--- src/rtl/regfile_if.sv ---
// Register-file port bundle: two read ports and one write port.
// The datapath side (decode/write-back) is the master, the register file is the slave.
interface regfile_if #(
  parameter int unsigned WIDTH = 64,
  parameter int unsigned NREGS = 32,
  parameter int unsigned ABITS = $clog2(NREGS)
);
  logic [ABITS-1:0] rdReg1;
  logic [ABITS-1:0] rdReg2;
  logic [WIDTH-1:0] rdData1;
  logic [WIDTH-1:0] rdData2;
  logic [ABITS-1:0] wrReg;
  logic [WIDTH-1:0] wrData;
  // Write handshake: wrEn is a valid with no ready; the register file is always
  // ready, so a write is taken on every rising clk where wrEn=1 and reset=1.
  logic             wrEn;

  modport master (
    output rdReg1, rdReg2, wrReg, wrData, wrEn,
    input  rdData1, rdData2
  );

  modport slave (
    input  rdReg1, rdReg2, wrReg, wrData, wrEn,
    output rdData1, rdData2
  );
endinterface

--- src/rtl/regfile.sv ---
// NREGS x WIDTH register file, two combinational read ports with write-through
// bypass, one synchronous write port; entry NREGS-1 is the hardwired zero register.
module regfile #(
  parameter int unsigned WIDTH = 64,
  parameter int unsigned NREGS = 32,
  parameter int unsigned ABITS = $clog2(NREGS)
) (
  input  logic      clk,
  input  logic      reset,
  regfile_if.slave  bus
);

  localparam int unsigned XZR = NREGS - 1;

  // Storage exists only for the writable entries; XZR has no flops.
  logic [WIDTH-1:0] mem     [NREGS-1];
  logic [WIDTH-1:0] rd_view [NREGS];
  logic [NREGS-2:0] wr_sel;

  always_comb begin
    wr_sel = '0;
    for (int i = 0; i < NREGS - 1; i++) begin
      wr_sel[i] = bus.wrEn && (bus.wrReg == ABITS'(i));
    end
  end

  always_ff @(posedge clk or negedge reset) begin
    if (!reset) begin
      for (int i = 0; i < NREGS - 1; i++) begin
        mem[i] <= '0;
      end
    end else begin
      for (int i = 0; i < NREGS - 1; i++) begin
        if (wr_sel[i]) begin
          mem[i] <= bus.wrData;
        end
      end
    end
  end

  always_comb begin
    for (int i = 0; i < NREGS - 1; i++) begin
      rd_view[i] = mem[i];
    end
    rd_view[XZR] = '0;
  end

  // Bypass forwards wrData to a port reading the write target this cycle;
  // it is gated by reset and never applies to XZR.
  logic byp1;
  logic byp2;

  always_comb begin
    byp1 = reset && bus.wrEn && (bus.wrReg == bus.rdReg1) && (bus.rdReg1 != ABITS'(XZR));
    byp2 = reset && bus.wrEn && (bus.wrReg == bus.rdReg2) && (bus.rdReg2 != ABITS'(XZR));
  end

  always_comb begin
    bus.rdData1 = byp1 ? bus.wrData : rd_view[bus.rdReg1];
    bus.rdData2 = byp2 ? bus.wrData : rd_view[bus.rdReg2];
  end

endmodule

--- src/flat_wrapper.sv ---
// flat-port wrapper written by rule: the top's interface ports become plain ports
module regfile_flat 
#(
  parameter int unsigned WIDTH = 64,
  parameter int unsigned NREGS = 32,
  parameter int unsigned ABITS = $clog2(NREGS)
)
  (clk, reset, bus_rdReg1, bus_rdReg2, bus_wrReg, bus_wrData, bus_wrEn, bus_rdData1, bus_rdData2);
  regfile_if #(.WIDTH(WIDTH), .NREGS(NREGS), .ABITS(ABITS)) bus_i ();
  input  logic clk;
  input  logic reset;
  input wire logic [$bits(bus_i.rdReg1)-1:0] bus_rdReg1;
  input wire logic [$bits(bus_i.rdReg2)-1:0] bus_rdReg2;
  input wire logic [$bits(bus_i.wrReg)-1:0] bus_wrReg;
  input wire logic [$bits(bus_i.wrData)-1:0] bus_wrData;
  input wire logic [$bits(bus_i.wrEn)-1:0] bus_wrEn;
  output wire logic [$bits(bus_i.rdData1)-1:0] bus_rdData1;
  output wire logic [$bits(bus_i.rdData2)-1:0] bus_rdData2;
  assign bus_i.rdReg1 = bus_rdReg1;
  assign bus_i.rdReg2 = bus_rdReg2;
  assign bus_i.wrReg = bus_wrReg;
  assign bus_i.wrData = bus_wrData;
  assign bus_i.wrEn = bus_wrEn;
  assign bus_rdData1 = bus_i.rdData1;
  assign bus_rdData2 = bus_i.rdData2;
  regfile #(.WIDTH(WIDTH), .NREGS(NREGS), .ABITS(ABITS)) u_core (.clk(clk), .reset(reset), .bus(bus_i));
endmodule
--- config.mk ---
export PLATFORM = sky130hd
export DESIGN_NAME = regfile_flat
export DESIGN_NICKNAME = d
export VERILOG_FILES = /design/src/rtl/regfile_if.sv /design/src/rtl/regfile.sv /design/src/flat_wrapper.sv
export SDC_FILE = /design/constraint.sdc
export NUM_CORES = 2
export LEC_CHECK = 0
export CORE_MARGIN = 3
export CORE_UTILIZATION = 40
export CTS_BUF_LIST = sky130_fd_sc_hd__clkbuf_8 sky130_fd_sc_hd__clkbuf_16
export CTS_CLUSTER_DIAMETER = 120
export DETAILED_ROUTE_END_ITERATION = 7
export PLACE_DENSITY_LB_ADDON = 0.15
export SKIP_LAST_GASP = 1
export SLEW_MARGIN = 20
export SYNTH_ARGS = -nofsm -noshare
export SYNTH_HDL_FRONTEND = slang
export SYNTH_SLANG_ARGS = --single-unit
--- constraint.sdc ---
create_clock -name clk -period 6.3 [get_ports clk]
set_input_delay 0.945 -clock clk [delete_from_list [all_inputs] [get_ports clk]]
set_output_delay 0.945 -clock clk [all_outputs]
set_load 0.01 [all_outputs]
==> out/summary.txt <==
Worst vdd ir: 0.226 mV
DP Wirelength: 224,000 µm
Max reg flops: 1,984
Startpoint types: primary input
1st-iter DRT viols: 6,819
TritonCTS Buffers: 231
CP Buf/Inv Count: 3
Arr. time, crit path: 4.83 ns
Most used cell, CP: clkdlybuf4s50_1
FF-to-FF End: u_core.mem[1512]$_DFFE_PN0P_
CTS clock-pin slew for the worst setup and hold paths: 0.06 ns
Maxcap violations: 0
Antenna Nets Post-Route: 0
Number of global-route vias before repair: 73,800
RSZ-0062 raised after global routing: no
Outcome: completed
Commonest non-fill, non-tap cells in the layout: 1,984 x dfrtp_1, 1,912 x mux2_2, 821 x mux4_2
R2R cell count: 1
Post-synth cell types: 60
Share of layout cells above drive strength 1: 47.2%
Number of synthesized flops with an enable pin: 0
Pin count of the biggest net entering global routing: 169
Synth warnings: 0
Die H: 522 µm
Worst hold path class: flip-flop to flip-flop
CP endpoint: bus_rdData2[42]
First-pass GRT wire length: 563,000 µm
DR WL/cell: 35.5 µm
Cell depth of the worst setup path: 6
Critical Path RT: 5.35 ns
Die width: 522 µm
CP max stage cell: o31ai_1
Worst reg2reg setup slack: 5.48 ns
CTS tree: yes
Worst-path cell chain: clkdlybuf4s50_1 > nand2b_4 > buf_4 > a31oi_1 > o31ai_1 > clkdlybuf4s50_1
Setup CP Type: primary input to output pin
Via count: 71,500
Skew-Pair Late Insertion Delay: 0.90 ns
Cell family with most CP delay: buffers and inverters
# nets final: 7,404
Pre-antenna DRT Iters: 6
Global placer's final weighted congestion: 0.812
Port Buf Inserts: 209
Largest registers: u_core.mem: 1984 flops
Initial Util: 40.4%
Synthesized net count: 7,489
WL final: 392,000 µm
Fin. Hold Viols: 0
Die area: 272,000 µm²
Fin crit share: 91.7%
Initial antenna violation count: 29
Slew headroom: 21.0%
CP Capture Type: output pin
Root Buffer: clkbuf_16
# resized after CTS: 0
Largest Register: u_core.mem
Average size of a mapped cell: 14.4 µm²
Fin Setup TNS: 0 ns
Achievable Freq: 173 MHz
Synth-to-layout area growth: 13.2%
Asr flop ratio synth: 100%
Most used DFF post-synth: dfrtp_1
DRC errors left: 0
Crit path time final: 5.77 ns
Post-CTS Setup Bufs: 0
Leak: 51.5 nW
IO Pins: 210
Crit path max fanout: 25
GRT Overall Usage: 28.5%
Filler Cells Inserted: 23,300
CTS Buffer Depth: 4
Core ar.: 263,000 µm²
Hold Buf Count CTS: 1
Final Util: 45.7%
Post-synthesis cell count: 7,407
CTS sink cnt: 1,984
Fin. max-slew vios: 0
Row count: 188
Total gr overflow: 0
Worst R2R Start: u_core.mem[1512]$_DFFE_PN0P_
Number of synthesized register bits: 1,984
CTS H-tree lvls: 4
Cell Area, Synth: 106,000 µm²
Vias per cell: 6.49
Seq/Total Area, Yosys: 46.7%
Hold Path Origin: u_core.mem[1733]$_DFFE_PN0P_
Finish-stage setup viols: 0
Beginning of the critical path: bus_rdReg2[3]
Max incr delay on CP: 0.90 ns
P per Cell Area: 324 nW/µm²
Setup Skew: 0 ns
Commonest non-fill, non-tap cell in the layout: dfrtp_1
Worst-margin pin slew: 1.19 ns
[kinds of logic after synthesis]
| family | after synthesis | synth area share, % |
|---|---|---|
| flip-flops | 1984 | 46.7 |
| AO/OA/AOI/OAI | 1016 | 6.52 |
| multiplexers | 3048 | 40.9 |
| buffers and inverters | 857 | 3.61 |
| XOR/XNOR | 8 | 0.0659 |
| AND/OR/NAND/NOR | 494 | 2.20 |
[final cells by class]
cell class | instances | area, µm² | area share [%]
clock buffer | 289 | 6600 | 5.48
clock inverter | 120 | 1080 | 0.897
antenna | 13 | 32.5 | 0.0270
multi-input combinational | 4566 | 53200 | 44.2
sequential | 1984 | 49600 | 41.2
inverter | 35 | 131 | 0.109
timing repair buffer | 504 | 5310 | 4.41
tap | 3515 | 4400 | 3.65
[power by group]
group / switching [mW] / total [mW] / internal (mW)
sequential: 1.84 / 17.1 / 15.3
combinational: 3.43 / 8.20 / 4.76
clock: 5.61 / 13.7 / 8.13
[per-layer routing]
metal | track usage [%] | vias up | part of all wire, %
li1 | - | 28500 | -
met1 | 39.3 | 39100 | 42
met2 | 45.0 | 3161 | 47
met3 | 5.32 | 766 | 7.3
met4 | 10.5 | 16 | 4.1
met5 | 0 | - | 0.024
[metrics by stage]
stage	area (µm²)	std cells	total power [mW]	setup WS, ns	hold slack (ns)
after floorplan	106000	7407	22.5	2.70	0.470
after global placement	113000	10600	25.1	0.717	0.481
after detailed placement	113000	10600	25.4	0.730	0.497
after CTS	120000	11000	39.2	0.720	0.511
after global routing	120000	11000	40.6	0.540	0.529
final	120000	11000	39.0	0.525	0.509
[worst min-delay path by stage]
stage               cells past startpoint                           end  slack, ns
global route                            1   u_core.mem[527]$_DFFE_PN0P_       0.53
detailed placement                      1  u_core.mem[1790]$_DFFE_PN0P_       0.50
floorplan                               1  u_core.mem[1483]$_DFFE_PN0P_       0.47
global placement                        1  u_core.mem[1733]$_DFFE_PN0P_       0.48
finish                                  1  u_core.mem[1733]$_DFFE_PN0P_       0.51
CTS                                     1  u_core.mem[1790]$_DFFE_PN0P_       0.51
[synthesized netlist by cell type, types with 4 or more instances]
master        n  area (µm²)
nand2b_1     93         582
a22o_1       79         692
o221ai_1     55         482
a2bb2oi_1    17         149
a211oi_1      7        52.6
a22oi_1     183        1370
buf_2       332        1660
mux2_2     1912       21500
o21ai_1      14        70.1
nor2_2        4        25.0
nand3_1      39         195
nand4_1       5        31.3
a221oi_1     18         158
xnor2_1       8        70.1
mux2_4       60         901
nor2b_1      29         181
mux4_2      821       18500
a211o_1      28         245
nor2_1      170         638
nor3_2        4        40.0
mux2i_1     242        2420
o21ai_0     114         571
o2bb2ai_1    10        87.6
inv_1        33         124
or2_2         4        25.0
mux2_1       13         146
clkbuf_1    403        1510
dfrtp_1    1984       49600
a21oi_1     184         921
buf_4        34         255
o31ai_1      64         480
o22ai_1     140         876
a31oi_1      67         419
nand2_1     125         469
buf_1        43         161
a221o_1      22         220
buf_6        10         113
No activity file was read; power rests on OpenSTA's default activity.
